==> config.mk <==
export PLATFORM = sky130hd
export DESIGN_NAME = usr_wide
export DESIGN_NICKNAME = d
export VERILOG_FILES = /design/src/rtl/usr_wide.sv
export SDC_FILE = /design/constraint.sdc
export NUM_CORES = 1
export LEC_CHECK = 0
export CAP_MARGIN = 15
export CORE_ASPECT_RATIO = 0.5
export CORE_MARGIN = 1.5
export CORE_UTILIZATION = 40
export CTS_CLUSTER_SIZE = 28
export DETAILED_ROUTE_END_ITERATION = 10
export HOLD_SLACK_MARGIN = 0.06
export PLACE_DENSITY_LB_ADDON = 0.12
export RECOVER_POWER = 25
export SETUP_SLACK_MARGIN = 0.4
export SLEW_MARGIN = 20
export SYNTH_ARGS = -nofsm -noshare
export SYNTH_HDL_FRONTEND = slang
export SYNTH_SLANG_ARGS = --single-unit
==> constraint.sdc <==
create_clock -name CLK -period 1.9 [get_ports CLK]
set_input_delay 0.38 -clock CLK [delete_from_list [all_inputs] [get_ports CLK]]
set_output_delay 0.38 -clock CLK [all_outputs]
set_load 0.01 [all_outputs]
==> src/rtl/usr_wide.sv <==
// usr_wide: parametrised universal shift register with a counted multi-step
// shift engine (GO/BUSY/DONE handshake).
// Bit 0 is the MSB (left end), bit WIDTH-1 the LSB, so Q is declared [0:WIDTH-1].
// A right shift (S0in) moves data toward higher indices; a left shift (SLin)
// moves it toward lower indices.
// Optional feature macro: USR_WIDE_ROTATE_EN adds the ROT input. With ROT=1
// the shift is a rotate and the serial inputs are ignored.
module usr_wide #(
  parameter int WIDTH = 36,
  parameter int CW    = $clog2(WIDTH + 1)
) (
  input  logic             CLK,
  input  logic             RESET_N,
`ifdef USR_WIDE_ROTATE_EN
  input  logic             ROT,
`endif
  input  logic [1:0]       SEL,
  input  logic [0:WIDTH-1] D,
  input  logic             S0,
  input  logic             SL,
  input  logic [CW-1:0]    CNT,
  input  logic             GO,
  output logic [0:WIDTH-1] Q,
  output logic             BUSY,
  output logic             DONE,
  output logic             SO0,
  output logic             SOL
);

  localparam logic [1:0] SEL_LOAD = 2'b00;
  localparam logic [1:0] SEL_S0IN = 2'b01;
  localparam logic [1:0] SEL_SLIN = 2'b10;
  localparam logic [1:0] SEL_HOLD = 2'b11;

  logic [0:WIDTH-1] q_reg, q_next;
  logic [0:WIDTH-1] shr_vec, shl_vec;
  logic             busy_reg, busy_next;
  logic             done_reg, done_next;
  logic [CW-1:0]    count_reg, count_next;
  logic [1:0]       mode_reg, mode_next;
  logic             rot_eff;
  logic             in_right, in_left;

`ifdef USR_WIDE_ROTATE_EN
  logic rot_reg;

  // A counted operation uses the ROT value captured with GO; idle steps use it live.
  assign rot_eff = busy_reg ? rot_reg : ROT;

  // Capture ROT whenever a GO is sampled while idle; held for the whole operation.
  always_ff @(posedge CLK or negedge RESET_N) begin
    if (!RESET_N) begin
      rot_reg <= 1'b0;
    end else if (!busy_reg && GO) begin
      rot_reg <= ROT;
    end
  end
`else
  assign rot_eff = 1'b0;
`endif

  // Bit entering at each end: the serial input, or the opposite end when rotating.
  assign in_right = rot_eff ? q_reg[WIDTH-1] : S0;
  assign in_left  = rot_eff ? q_reg[0]       : SL;

  // One-step shifted images of the register, built per bit.
  genvar gi;
  generate
    for (gi = 0; gi < WIDTH; gi++) begin : g_shift
      if (gi == 0) begin : g_first
        assign shr_vec[gi] = in_right;
      end else begin : g_rest_r
        assign shr_vec[gi] = q_reg[gi-1];
      end
      if (gi == WIDTH - 1) begin : g_last
        assign shl_vec[gi] = in_left;
      end else begin : g_rest_l
        assign shl_vec[gi] = q_reg[gi+1];
      end
    end
  endgenerate

  // Next-state logic: a counted shift in progress takes priority over all inputs.
  always_comb begin
    q_next     = q_reg;
    busy_next  = busy_reg;
    done_next  = 1'b0;
    count_next = count_reg;
    mode_next  = mode_reg;
    if (busy_reg) begin
      q_next     = (mode_reg == SEL_S0IN) ? shr_vec : shl_vec;
      count_next = count_reg - CW'(1);
      if (count_reg == CW'(1)) begin
        busy_next = 1'b0;
        done_next = 1'b1;
        mode_next = SEL_HOLD;
      end
    end else begin
      case (SEL)
        SEL_LOAD: q_next = D;
        SEL_S0IN, SEL_SLIN: begin
          if (GO) begin
            // GO edge: only arm the engine; the first step happens next edge.
            if (CNT != '0) begin
              busy_next  = 1'b1;
              count_next = CNT;
              mode_next  = SEL;
            end else begin
              done_next = 1'b1;
            end
          end else begin
            q_next = (SEL == SEL_S0IN) ? shr_vec : shl_vec;
          end
        end
        default: q_next = q_reg;
      endcase
    end
  end

  // State registers; reset takes effect immediately, even mid-shift.
  always_ff @(posedge CLK or negedge RESET_N) begin
    if (!RESET_N) begin
      q_reg     <= '0;
      busy_reg  <= 1'b0;
      done_reg  <= 1'b0;
      count_reg <= '0;
      mode_reg  <= SEL_HOLD;
    end else begin
      q_reg     <= q_next;
      busy_reg  <= busy_next;
      done_reg  <= done_next;
      count_reg <= count_next;
      mode_reg  <= mode_next;
    end
  end

  assign Q    = q_reg;
  assign BUSY = busy_reg;
  assign DONE = done_reg;
  assign SO0  = q_reg[0];
  assign SOL  = q_reg[WIDTH-1];

endmodule

# Yosys cells after proc, flatten, opt, wreduce, memory -nomap -nowiden
# Index checks and enable logic that the tools add are counted.
# op_classes
add_sub_neg,1
multipliers,0
n_div,0
magnitude_cmp,0
eq_ne,6
shift,0
mux,24
bitwise_logic,0
reduce_logical,10
# ops
cell,n
two-way mux 36 bit,4
one-hot mux 36 bit (2 select lines),1
two-way mux 6 bit,4
two-way mux 1 bit,10
two-way mux 2 bit,5
equality test 6 x 1 -> 1 bit (second input constant),1
nonzero test 2 bit,3
nonzero test 6 bit,1
subtractor 6 x 1 -> 6 bit (second input constant),1
equality test 2 x 1 -> 1 bit (second input constant),2
AND reduction 4 bit,1
inequality test 3 bit (second input constant),1
AND reduction 3 bit,1
nonzero test 3 bit,1
equality test 2 bit (second input constant),1
zero test 2 bit,1
inequality test 2 x 1 -> 1 bit (second input constant),1
AND reduction 2 bit,1
OR reduction 2 bit,1
# word_totals
reg_bits,46
latchBits,0
ram_bits,0
mem_bits_ro,0
inputBits,49
output_inout_bits,40
wordCells,46
memories,0

# Longest topological paths before layout
# Gate-level depths: netlist of the first run.
# depth
ltp_word,5
depth_mapped,9
mapped_depth_nobuf,5

# Worst setup path before layout of the first run
# Ideal clock, no wire load.
# synth_path
kind,input-to-reg
startpoint,input port SEL[0]
endpoint,"register q_reg, in the netlist Q[0]"
setup_time_ps,111
arrival_ps,1781
required_time_ps,1789
setup_slack_ps,8
stages,9
path_buffers,4
path_cell_list,inv_1 ha_1 clkbuf_2 and2_4 buf_6 o21a_1 buf_6 buf_6 a222oi_1
# synth_via
elab_chain_len,5
word_cells_on_any_way,11
cone_classes,3 x eq/ne; 4 x mux; 4 x reduce/logical
# synth_rtl
item,line_no,source
from (decl),17,"input logic [1:0] SEL,"
equality test 2 x 1 -> 1 bit,"99, 112",
two-way mux 36 bit,112,q_next = (SEL == SEL_S0IN) ? shr_vec : shl_vec;
two-way mux 36 bit,102,if (GO) begin
one-hot mux 36 bit (2 select lines),99,case (SEL)
two-way mux 36 bit,90,if (busy_reg) begin
to (signal assigned),129,q_reg <= q_next;
to (decl),35,"logic [0:WIDTH-1] q_reg, q_next;"
# Several ways; a longest one is shown, not always the timed one. The select of a mux whose other input is x is not followed.
# A chain may end at the register's enable or synchronous reset.

# Worst setup path after layout of the first run
# layout_path
startpoint,input port SEL[0]
endpoint,"register q_reg, in the netlist Q[9]"
# The elaborated chain is that of the path after synthesis.

==> results of run 1 <==
final cells by class:
cell class | count | area [um2] | share of cell area, %
repair buffers | 158 | 1720 | 32.3
inverters | 43 | 179 | 3.36
clock buffers | 6 | 129 | 2.42
clock inverters | 2 | 37.5 | 0.704
well taps | 112 | 140 | 2.63
flip-flops and latches | 46 | 1170 | 22.0
multi-input cells | 194 | 1950 | 36.6
path summary, 6_finish.rpt:
check                                           end               startpoint
max                                Q[9]$_DFFE_PN0P_                   SEL[0]
min                         mode_reg[0]$_DFFE_PN1P_                   SEL[0]
max reg2reg                        Q[9]$_DFFE_PN0P_           BUSY$_DFF_PN0_
min reg2reg                 mode_reg[1]$_DFFE_PN1P_  mode_reg[1]$_DFFE_PN1P_
max in group asynchronous         Q[31]$_DFFE_PN0P_                  RESET_N
min in group asynchronous  count_reg[3]$_DFFE_PN0P_                  RESET_N
cell families after synthesis:
logic type | count (synthesis)
multiplexers | 111
buffers and inverters | 71
AO/OA/AOI/OAI | 55
flip-flops | 46
AND/OR/NAND/NOR | 22
adder cells (fa/ha/maj) | 4
XOR/XNOR | 2
report_power, final:
part	internal [uW]	switching [uW]	leakage, uW
combinational	2400	2080	0.00201
sequential	1480	452	0.000484
clock	622	407	0.0000771
total	4500	2940	0.00257
layer usage:
layer	wire length, um	GRT usage, %	up-vias	part of all wire [%]
li1	-	-	1459	-
met3	676	4.88	15	6.0
met5	0	0	-	0
met1	5200	34.4	1681	46
met4	159	7.92	0	1.4
met2	5290	41.1	120	47
repair_timing:
| item | in CTS | in global routing |
|---|---|---|
| hold buffers | 1 | 0 |
| hold endpoints to repair | 7 | 0 |
| setup buffers | 35 | 4 |
| gates cloned | 8 | 3 |
| gates resized for setup | 89 | 12 |
| pin swaps | 17 | 12 |
| setup endpoints to repair | 86 | 44 |
stage by stage:
step | cell area, um2 | std cells
floorplan | 3380 | 311
global route | 5330 | 561
global placement | 4450 | 502
finish | 5330 | 561
detailed placement | 4450 | 502
CTS | 5170 | 554
layout by cell type (no fill, tap or decap), types with 3 or more instances in the layout:
master           netlist  routed
a222oi_1              36      36
buf_12                 0      11
buf_16                 0       8
buf_4                  3      42
buf_6                  5       4
buf_8                  0       3
clkbuf_16              0       7
clkdlybuf4s50_1        0      42
dfrtp_1               44      29
dfrtp_2                0      15
dlygate4sd2_1          0      41
ha_4                   0       3
inv_1                 43      40
mux2_2                37      36
mux2i_1               74      73
nand2_1                5       5
nor2b_1                4       4
worst max-delay path, delay by kind of cell:
family | cells | cell delay (ns)
compound gates | 2 | 0.60
buf+inv | 4 | 0.43
fa+ha+maj | 1 | 0.21
simple gates | 1 | 0.17
==> flow_summary.json, run 1 <==
{
  "status": "finished, final reports clean",
  "root_buffer": "clkbuf_16",
  "max_slew_margin_pct": 57.0,
  "synth_top_cell_by_area": "dfrtp_1",
  "crit_path_max_incr_delay_ns": 0.36,
  "synth_adder_area_share_pct": 1.50,
  "gp_congestion": 0.838,
  "synthMuxAreaShare_pct": 34.7,
  "maxCapViolations": 0,
  "wire_per_inst_um": 20.2,
  "path_clk_slew_ns": 0.07,
  "p_leak_uw": 0.00257,
  "port_buffers": 88,
  "path_class": "in -> reg",
  "syn_area_um2": 3330,
  "netlist.area_leader.share_pct": 33.0,
  "track_usage_pct": 25.3,
  "dp_hpwl_um": 6420,
  "die_height_um": 67.6,
  "synth-simple-area-share_pct": 3.98,
  "gr-total-overflow": 0,
  "r2r.worst_path.cells": 6,
  "post-route-period-util_pct": 85.7,
  "fin_tns_setup_ns": 0,
  "finalHoldViolCount": 0,
  "row_count": 23,
  "drt_wl_total_um": 11300,
  "maxSlewViolCount": 0,
  "cts_tree": "yes",
  "cp_cell_sequence": "buf_8 > inv_6 > ha_4 > and2_4 > o21a_4 > buf_4 > buf_12 > a222oi_1",
  "startpoint_type": "input pin",
  "vdd_drop_max_v": 0.00109,
  "htreeDepth": 2,
  "drt_iter0_markers": 359,
  "worstSetupEndpointType": "flop",
  "synth-compound-area-share_pct": 14.7,
  "vias": 3275,
  "nFillCells": 617,
  "whs_ns": 0.392,
  "cts_buffers": 5,
  "synthCells": 311,
  "syn-num-nets": 364,
  "drc_errors": 0,
  "dr.pass1.iters": 6,
  "clock_sinks": 46,
  "core_area_um2": 8030,
  "die_width_um": 132,
  "largest_reg_flops": 36,
  "antenna_left": 0,
  "arrival_ns": 1.80,
  "worst_pin_slew_ns": 0.645,
  "grt_pass1_vias": 3267,
  "antenna_found_initial": 0,
  "required_ns": 2.07,
  "start_util_pct": 41.5,
  "clock_path_buffers": 2,
  "min_period_ns": 1.63,
  "slowest_stage": "a222oi_1",
  "fin_nets": 501,
  "yosys_most_used_dff": "dfrtp_1",
  "power.total_uw": 7440,
  "die_area_um2": 8930,
  "yosysWarnings": 0,
  "postSynth.asyncResetShare_pct": 100,
  "clk-insertion-delay-late_ns": 0.30,
  "rrSetupSlack_ns": 0.35,
  "setup_slack_ns": 0.272,
  "synth_top_family_by_area": "multiplexers",
  "grt_max_degree": 37,
  "synth_xor_area_share_pct": 0.525,
  "p_per_area_nw_per_um2": 1400,
  "path_max_fanout": 5,
  "synthTopCellsByArea": "dfrtp_1, mux2i_1, mux2_2, a222oi_1, inv_1",
  "utilization_pct": 66.4,
  "synthTopCellsByCount": "mux2i_1, dfrtp_1, inv_1",
  "min-delay-path-class": "in -> reg",
  "finalSetupViolCount": 0,
  "max_freq_ghz": 0.614,
  "pre_cts_slack_ns": -0.487,
  "drive_gt1_share_pct": 33.9,
  "ios": 89,
  "yosysMostFrequentCell": "mux2i_1",
  "viasPerCell": 5.84,
  "syn_avg_cell_area_um2": 10.7,
  "synth_seq_area_share_pct": 34.6,
  "rsz0062_at_grt": "yes",
  "synth-edff-count": 0,
  "grt_pass1_wl_um": 17400,
  "ys_ff_latch": 46,
  "finalClockSkew_ns": 0.00654,
  "hold_depth": 4,
  "syn_to_final_growth_pct": 59.8,
  "ys_types": 36,
  "num_antenna_cells": 0
}
Note: power is estimated with default switching activity, not from simulation.
==> run 2, diff against run 1 <==
--- a/config.mk
+++ b/config.mk
@@ -6,7 +6,7 @@
 export NUM_CORES = 1
 export LEC_CHECK = 0
 export CAP_MARGIN = 15
-export CORE_ASPECT_RATIO = 0.5
+export CORE_ASPECT_RATIO = 0.8
 export CORE_MARGIN = 1.5
 export CORE_UTILIZATION = 40
 export CTS_CLUSTER_SIZE = 28
==> run 2 against run 1 <==
- sequential power fell by 3%
- global-route usage rose by 1.4 points
- clock power fell by 40%
- combinational power rose by 12%
- register-to-register slack improved by 0.03 ns
- clock skew rose by 0.0077 ns
- worst setup slack got worse by 0.013 ns
- flip-flop and latch count did not move
- first-iteration DRC count fell by 28%
- largest cell class is now non-clock buffers
==> flow_summary.json, run 2 (synthesis gave the netlist of run 1 again) <==
{
  "path_clk_slew_ns": 0.10,
  "root_buffer": "clkbuf_8",
  "row_count": 29,
  "path_max_fanout": 8,
  "grt_max_degree": 47,
  "grt_pass1_vias": 3384,
  "required_ns": 2.09,
  "instances_no_fill": 589,
  "finalClockSkew_ns": 0.0143,
  "cts_tree": "yes",
  "drive_gt1_share_pct": 38.3,
  "fin_nets": 533,
  "post-route-period-util_pct": 86.4,
  "vias": 3395,
  "worstSetupEndpointType": "flop",
  "setup_slack_ns": 0.259,
  "cts_buffers": 5,
  "wire_per_inst_um": 20.7,
  "gr-total-overflow": 0,
  "clock_path_buffers": 2,
  "maxCapViolations": 0,
  "arrival_ns": 1.84,
  "max_slew_margin_pct": 74.3,
  "clk-insertion-delay-late_ns": 0.30,
  "clock_sinks": 46,
  "port_buffers": 88,
  "p_leak_uw": 0.00281,
  "largest_reg_flops": 36,
  "core_area_um2": 8020,
  "finalSetupViolCount": 0,
  "worst_pin_slew_ns": 0.385,
  "syn_to_final_growth_pct": 70.2,
  "track_usage_pct": 26.7,
  "rsz0062_at_grt": "yes",
  "dr.pass1.iters": 6,
  "drc_errors": 0,
  "drt_iter0_markers": 257,
  "die_width_um": 105,
  "final_common_cell": "mux2i_1",
  "min_from": "SEL[0]",
  "startpoint_type": "input pin",
  "htreeDepth": 2,
  "maxSlewViolCount": 0,
  "min_period_ns": 1.64,
  "layout_common_cells": "mux2i_1, buf_4, clkdlybuf4s50_1",
  "crit_start": "SEL[0]",
  "finalHoldViolCount": 0,
  "antenna_left": 0,
  "die_area_um2": 8900,
  "start_util_pct": 41.6,
  "drt_wl_total_um": 12200,
  "grt_pass1_wl_um": 18500,
  "viasPerCell": 5.76,
  "pre_cts_slack_ns": -0.497,
  "max_freq_ghz": 0.609,
  "path_class": "in -> reg",
  "gp_congestion": 0.828,
  "status": "finished, final reports clean",
  "ios": 89,
  "die_height_um": 84.7,
  "min-delay-path-class": "in -> reg",
  "p_per_area_nw_per_um2": 1320,
  "fin_tns_setup_ns": 0,
  "reg2reg_from": "BUSY$_DFF_PN0_",
  "dp_hpwl_um": 6070,
  "dp_cells": 503,
  "vdd_drop_max_v": 0.000600,
  "antenna_found_initial": 1,
  "nFillCells": 605,
  "num_antenna_cells": 0
}
==> run 2: changes by cell type in the layout (fill, tap and decap cells not counted), sizes merged <==
cell      change
buf          +35
clkbuf        -3
clkinv        +2
clkinvlp      -1
bufinv        -1
==> run 2: layout make-up <==
class                   instances  area [um2]  area share [%]
repair buffers                190        2080            36.7
clock buffers                   6        72.6            1.28
multi-input cells             194        2020            35.6
flip-flops and latches         46        1170            20.6
clock inverters                 2        13.8           0.243
inverters                      43         179            3.15
well taps                     108         135            2.38
==> run 2: per-layer routing <==
layer | global-route usage (%) | vias to the layer above | wire length (um)
met2 | 42.8 | 183 | 5750
met4 | 7.72 | 2 | 257
met1 | 36.1 | 1660 | 5290
met5 | 0 | - | 20
met3 | 5.90 | 26 | 889
li1 | - | 1524 | -
==> run 2: through the flow <==
step           hold WS, ns  instance area (um2)  utilization, %  total power, uW
2_1_floorplan       0.0844                 3380               -             4190
3_3_place_gp         0.387                 4500            56.1             5590
3_5_place_dp         0.381                 4500            56.1             5700
4_1_cts              0.309                 5460            68.0             7030
5_1_grt              0.311                 5670            70.8             7910
6_report             0.314                 5670            70.8             7490
==> run 2: worst paths after layout <==
path,end,slack (ns),depth (start not counted)
setup / recovery,Q[3]$_DFFE_PN0P_,0.26,8
hold / removal,mode_reg[0]$_DFFE_PN1P_,0.31,3
setup reg to reg,Q[3]$_DFFE_PN0P_,0.38,6
hold reg to reg,mode_reg[1]$_DFFE_PN1P_,0.55,2
max in group asynchronous,mode_reg[0]$_DFFE_PN1P_,0.96,3
min in group asynchronous,Q[0]$_DFFE_PN0P_,0.62,3
==> run 2: report_power, final <==
part	leakage, uW	internal, uW	switching [uW]
Sequential	0.000485	1480	392
Combinational	0.00228	2720	2290
Clock	0.0000452	261	355
Total	0.00281	4460	3030
==> run 2: timing repair <==
item	CTS	global route
pin swaps	24	28
setup buffers	51	13
hold endpoints to repair	2	0
endpoints found under the setup margin	86	46
hold buffers	1	0
cloned	13	0
resized for setup	107	27
==> run 2: worst max-delay path, stage by stage <==
cell and delay [ns]:
buf_8 0.10, inv_6 0.05, ha_4 0.20, and2_4 0.18, o21a_4 0.31, buf_12 0.16
buf_16 0.12, a222oi_1 0.32
